File: src/rtl/seg_chase_monitor.sv
// seg_chase_monitor
// Receives an active-low seven-segment bus and checks the animated segment
// chase on it. The bus is sampled on each sample_en strobe and passed through
// a stability filter. Each stable pattern is decoded to one of 12 chase
// positions. The block then checks that positions arrive in order and tracks
// how long each one was held.
//
// Ports
//   CLOCK_50   in   system clock, rising edge
//   reset      in   synchronous active-high reset
//   sample_en  in   one-cycle sample strobe
//   seg_in     in   [6:0] active-low segments, bit0=a .. bit6=g
//   pos        out  [3:0] last accepted position 0..11
//   pos_valid  out  one-cycle pulse when pos updates
//   locked     out  high while the chase order is being followed
//   seq_err    out  one-cycle pulse on an order, illegal-pattern or dwell error
//   dwell      out  [3:0] hold length of the previous position, saturating at 15
//   err_count  out  [7:0] error count, saturating at 255
//
// Optional feature: define SEG_CHASE_DWELL_CHECK_EN to check the hold time of
// each position while locked (even positions LONG_HOLD, odd SHORT_HOLD, +/-1).
module seg_chase_monitor #(
    parameter int unsigned STABLE_COUNT = 4,
    parameter int unsigned LONG_HOLD    = 10,
    parameter int unsigned SHORT_HOLD   = 5
) (
    input  logic       CLOCK_50,
    input  logic       reset,
    input  logic       sample_en,
    input  logic [6:0] seg_in,
    output logic [3:0] pos,
    output logic       pos_valid,
    output logic       locked,
    output logic       seq_err,
    output logic [3:0] dwell,
    output logic [7:0] err_count
);

    localparam int unsigned CW = 4;
    localparam logic [CW-1:0] INVALID  = 4'd15;
    localparam logic [CW-1:0] CNT_MAX  = CW'(STABLE_COUNT);
    localparam logic [CW-1:0] CNT_LAST = CW'(STABLE_COUNT - 1);
    localparam logic [CW-1:0] DMAX     = 4'd15;

    // Acceptable dwell windows, widened by one bit so +1 never wraps
    localparam logic [4:0] LONG_LO  = 5'((LONG_HOLD  > 0) ? LONG_HOLD  - 1 : 0);
    localparam logic [4:0] LONG_HI  = 5'(LONG_HOLD  + 1);
    localparam logic [4:0] SHORT_LO = 5'((SHORT_HOLD > 0) ? SHORT_HOLD - 1 : 0);
    localparam logic [4:0] SHORT_HI = 5'(SHORT_HOLD + 1);

`ifdef SEG_CHASE_DWELL_CHECK_EN
    localparam bit DWELL_CHECK = 1'b1;
`else
    localparam bit DWELL_CHECK = 1'b0;
`endif

    typedef enum logic [1:0] {
        IDLE = 2'd0,
        ACQ  = 2'd1,
        LOCK = 2'd2
    } state_t;

    state_t        r_state;
    state_t        w_state_nxt;
    logic [CW-1:0] r_cand;
    logic [CW-1:0] r_cnt;
    logic [CW-1:0] r_dctr;
    logic          r_pos_vld;

    logic [CW-1:0] w_dec;
    logic          w_match;
    logic          w_accept;
    logic          w_inv;
    logic          w_vacc;
    logic [CW-1:0] w_succ;
    logic [CW-1:0] w_new_dwell;
    logic          w_order_err;
    logic          w_dwell_err;
    logic [4:0]    w_exp_lo;
    logic [4:0]    w_exp_hi;
    logic [8:0]    w_err_sum;
    logic [7:0]    w_err_nxt;

    // Segment pattern to chase position; anything else is INVALID
    function automatic logic [CW-1:0] decode(input logic [6:0] s);
        case (s)
            7'b1111110: decode = 4'd0;
            7'b1111100: decode = 4'd1;
            7'b1111101: decode = 4'd2;
            7'b1111001: decode = 4'd3;
            7'b1111011: decode = 4'd4;
            7'b1110011: decode = 4'd5;
            7'b1110111: decode = 4'd6;
            7'b1100111: decode = 4'd7;
            7'b1101111: decode = 4'd8;
            7'b1001111: decode = 4'd9;
            7'b1011111: decode = 4'd10;
            7'b1011110: decode = 4'd11;
            default:    decode = INVALID;
        endcase
    endfunction

    // Filter, acceptance and dwell datapath
    always_comb begin
        w_dec       = decode(seg_in);
        w_match     = (w_dec == r_cand);
        // Fires only on the sample that brings cnt to STABLE_COUNT; the
        // current position is not re-accepted after a glitch returns to it
        w_accept    = sample_en && w_match && (r_cnt == CNT_LAST)
                      && !(r_pos_vld && (w_dec == pos));
        w_inv       = (w_dec == INVALID);
        w_vacc      = w_accept && !w_inv;
        w_succ      = (pos == 4'd11) ? 4'd0 : pos + 4'd1;
        w_new_dwell = (r_dctr == DMAX) ? DMAX : r_dctr + 4'd1;
        w_exp_lo    = pos[0] ? SHORT_LO : LONG_LO;
        w_exp_hi    = pos[0] ? SHORT_HI : LONG_HI;
        w_dwell_err = DWELL_CHECK && w_vacc && (r_state == LOCK)
                      && (({1'b0, w_new_dwell} < w_exp_lo) ||
                          ({1'b0, w_new_dwell} > w_exp_hi));
    end

    // Chase-order FSM next state and order-error detection
    always_comb begin
        w_state_nxt = r_state;
        w_order_err = 1'b0;
        if (w_accept) begin
            if (w_inv) begin
                w_state_nxt = IDLE;
                w_order_err = 1'b1;
            end else begin
                case (r_state)
                    IDLE: w_state_nxt = ACQ;
                    ACQ:  w_state_nxt = (w_dec == w_succ) ? LOCK : ACQ;
                    LOCK: begin
                        if (w_dec != w_succ) begin
                            w_state_nxt = ACQ;
                            w_order_err = 1'b1;
                        end
                    end
                    default: w_state_nxt = IDLE;
                endcase
            end
        end
    end

    // Order and dwell errors on the same accept both count
    always_comb begin
        w_err_sum = {1'b0, err_count} + 9'(w_order_err) + 9'(w_dwell_err);
        w_err_nxt = w_err_sum[8] ? 8'hFF : w_err_sum[7:0];
    end

    // State and registered outputs
    always_ff @(posedge CLOCK_50) begin
        if (reset) begin
            r_state   <= IDLE;
            r_cand    <= INVALID;
            r_cnt     <= '0;
            r_dctr    <= '0;
            r_pos_vld <= 1'b0;
            pos       <= '0;
            pos_valid <= 1'b0;
            locked    <= 1'b0;
            seq_err   <= 1'b0;
            dwell     <= '0;
            err_count <= '0;
        end else begin
            r_state   <= w_state_nxt;
            locked    <= (w_state_nxt == LOCK);
            pos_valid <= w_vacc;
            seq_err   <= w_order_err | w_dwell_err;
            err_count <= w_err_nxt;
            if (sample_en) begin
                if (w_match) begin
                    if (r_cnt != CNT_MAX) r_cnt <= r_cnt + 4'd1;
                end else begin
                    r_cand <= w_dec;
                    r_cnt  <= 4'd1;
                end
                if (w_accept)          r_dctr <= '0;
                else if (r_dctr != DMAX) r_dctr <= r_dctr + 4'd1;
            end
            if (w_vacc) begin
                pos       <= w_dec;
                dwell     <= w_new_dwell;
                r_pos_vld <= 1'b1;
            end
        end
    end

endmodule

File: config.mk
export PLATFORM = sky130hd
export DESIGN_NAME = seg_chase_monitor
export DESIGN_NICKNAME = d
export VERILOG_FILES = /design/src/rtl/seg_chase_monitor.sv
export SDC_FILE = /design/constraint.sdc
export NUM_CORES = 1
export LEC_CHECK = 0
export CORE_ASPECT_RATIO = 0.9
export CORE_MARGIN = 1.5
export CORE_UTILIZATION = 25
export DETAILED_ROUTE_END_ITERATION = 7
export SLEW_MARGIN = 25
export SYNTH_ARGS = -nofsm -noshare
export SYNTH_HDL_FRONTEND = slang
export SYNTH_SLANG_ARGS = --single-unit
export TNS_END_PERCENT = 30
File: constraint.sdc
create_clock -name CLOCK_50 -period 6.7 [get_ports CLOCK_50]
set_clock_uncertainty 0.1 [all_clocks]
set_input_delay 1.005 -clock CLOCK_50 [delete_from_list [all_inputs] [get_ports CLOCK_50]]
set_output_delay 1.005 -clock CLOCK_50 [all_outputs]
set_load 0.05 [all_outputs]
==> flow_summary.yaml <==
run_status:
  status: "finished clean"
cells_and_area:
  design_area_sq_um: 2600
  final_common_cell: "dfxtp_1"
  drive_above_1_share: 0.0565
  area_growth_syn_to_layout_pct: 19.5
  final_nets: 299
  final_cell_mix: "dfxtp_1, clkdlybuf4s50_1, nor2_1"
  antennaDiodeCount: 0
clocking:
  post_cts_buffers: 0
  path_clk_slew_ns: 0.06
  cts_buffers: 5
  numClockSinks: 34
  clkLatencyLatePin_ns: 0.28
  htree_levels: 2
  cts_max_path_buffers: 2
  cts_tree: "done"
  postCtsHoldBufs: 0
  postCtsResizedCells: 0
  cts-root-buf: "clkbuf_8"
worst_setup_path:
  r2r_slack_ns: 3.32
  worstPathArrival_ns: 5.11
  cp_max_fo: 12
  r2r_cells: 11
  r2r-end: "err_count[4]"
  crit_chain: "clkdlybuf4s50_1 > nand4_2 > nor4b_1 > o21ai_0 > o2111a_1 > or3_1 > or3_1 > a21oi_1 > ha_1 > ha_1 > and4_1 > nand4_1 > a21oi_1"
  crit_type: "in2reg"
  regToRegStartpoint: "pos[2]"
  cp_slowest_cell: "clkdlybuf4s50_1"
  cp_slowest_stage_delay_ns: 0.67
  crit_path_start_kind: "input port"
  crit_path_end_kind: "register"
  startpoint: "seg_in[3]"
  worstPathRequired_ns: 6.81
timing:
  rsz0062_at_grt: "no"
  period_share: 0.746
  tns_ns: 0
  finalSetupViolCount: 0
  setup_ws_ns: 1.70
  finalHoldViolCount: 0
  slew_viol_final: 0
  period_minus_slack_ns: 5.00
  worst_pin_slew_ns: 0.656
  maxSlewHeadroom: 0.556
  fmax_mhz: 200
grt:
  grt-ovfl-total: 0
  grt_pass1_wl_um: 8310
  track_usage: 0.110
  grt_max_degree: 30
  grt_pass1_vias: 1869
  antenna_found_initial: 0
routing:
  drt-initial-drc-count: 116
  wl_um: 4940
  route.vias.total: 2005
  ant_nets: 0
  remaining_drc_errors: 0
  drt-wirelength-per-cell_um: 12.3
  via_per_inst: 4.99
  drtPass1Iterations: 4
placed_design:
  hpwl_um: 3630
  gp_congestion: 0.800
  port_buffers: 28
  post_dp_cell_area_sq_um: 2530
  pre_cts_ws_ns: 1.42
pwr:
  swShare: 0.254
  peakVddDrop_mv: 0.0618
  comb_power_share: 0.125
  p_leak_nw: 0.876
  p_sw_w: 0.000101
  internal-power_w: 0.000297
  power.density_nw_per_um2: 153
  clkPwrFrac: 0.350
  p_seq_frac: 0.525
synth:
  seq_area_frac_synth: 0.312
  synth-edff-count: 0
  yosys-top-cells-area: "dfxtp_1, a21oi_1, nor2_1, ha_1, nand3_1"
  syn_area_sq_um: 2180
  ys_seq_elements: 34
  synth_warnings: 0
  synth_top_area_share: 0.312
  synth.largest_area_cell: "dfxtp_1"
  syn_nets: 278
  ys_types: 56
  syn_inst: 262
  ys.flop_type: "dfxtp_1"
  avgSynthCellArea_sq_um: 8.31
  async_flop_share: 0
hold_path:
  hold_depth: 2
  min_from: "dwell[2]"
  hold_class: "reg2reg"
  hold_end: "dwell[2]"
floorplan:
  coreArea_sq_um: 8530
  die_y_um: 91.6
  die_area_sq_um: 9280
  die_x_um: 101
  start_util: 0.255
  num_rows: 32
  ios: 29
run:
  cap_violations: 0
[synthesized netlist by cell type (3+ instances only)]
cell type   n
a211o_1     7
a211oi_1    5
a21oi_1    16
and3_1      7
and4_1      3
buf_2       4
buf_6       3
clkbuf_1    5
dfxtp_1    34
ha_1        6
inv_1      13
mux2i_1     5
nand2_1    13
nand2b_1    8
nand3_1    14
nand3b_1    3
nand4_1     4
nor2_1     21
nor2b_1     3
nor3_1      9
o2111ai_1   3
o211ai_1    3
o21a_1      3
o21ai_0    12
or2_2       3
or3_1       4
xnor2_1     8
xor2_1      4
[how the worst max path moves through the flow]
stage,end,depth (start not counted)
floorplan,err_count[4],14
global placement,err_count[0],13
detailed placement,err_count[1],13
CTS,err_count[1],13
global route,err_count[4],13
finish,err_count[1],13
[area by class of cell]
class / instances / area, sq um
Timing Repair Buffer: 30 / 295
Tap cell: 119 / 149
Fill cell: 904 / 5920
Sequential cell: 34 / 681
Clock buffer: 7 / 76.3
Inverter: 13 / 48.8
Multi-Input combinational cell: 199 / 1350
[metal layers]
metal,vias up,wire length [um],track usage
li1,1026,-,-
met2,33,2290,0.182
met1,938,2460,0.140
met5,-,0,0
met3,8,125,0.0293
met4,0,70,0.0301
[worst max-delay path: cells and delay by family]
kind / cells / cell delay (ns)
buffers and inverters: 1 / 0.67
AO/OA/AOI/OAI: 4 / 0.75
AND/OR/NAND/NOR: 6 / 2.28
adder cells (fa/ha/maj): 2 / 0.39
[state kept, by name, indices dropped and copies added, names as in the netlist]
signal / flops
r_dctr: 4
r_cand: 4
r_cnt: 4
dwell: 4
pos: 4
pos_valid: 1
seq_err: 1
err_count: 8
locked: 1
r_pos_vld: 1
r_state: 2
[kinds of logic after synthesis]
kind of cell | count (synthesis) | share of synthesized area
buffers and inverters | 29 | 0.0661
AND/OR/NAND/NOR | 103 | 0.260
adder cells (fa/ha/maj) | 6 | 0.0345
multiplexers | 5 | 0.0230
AO/OA/AOI/OAI | 73 | 0.256
flip-flops | 34 | 0.312
XOR/XNOR | 12 | 0.0482
[power by group through the flow]
stage / registers (W) / logic (W) / clock network [W]
floorplan: 0.000213 / 0.0000382 / 0
global placement: 0.000213 / 0.0000489 / 0
detailed placement: 0.000213 / 0.0000496 / 0
CTS: 0.000209 / 0.0000499 / 0.000145
global route: 0.000209 / 0.0000557 / 0.000154
finish: 0.000209 / 0.0000497 / 0.000139
[metrics by stage]
step,total power [W],util,hold WS [ns],std cells
floorplan,0.000251,-,0.340,262
global placement,0.000262,0.296,0.364,395
detailed placement,0.000263,0.296,0.374,395
CTS,0.000404,0.305,0.383,402
global route,0.000419,0.305,0.389,402
finish,0.000398,0.305,0.375,402
(Power assumes the default switching activity.)
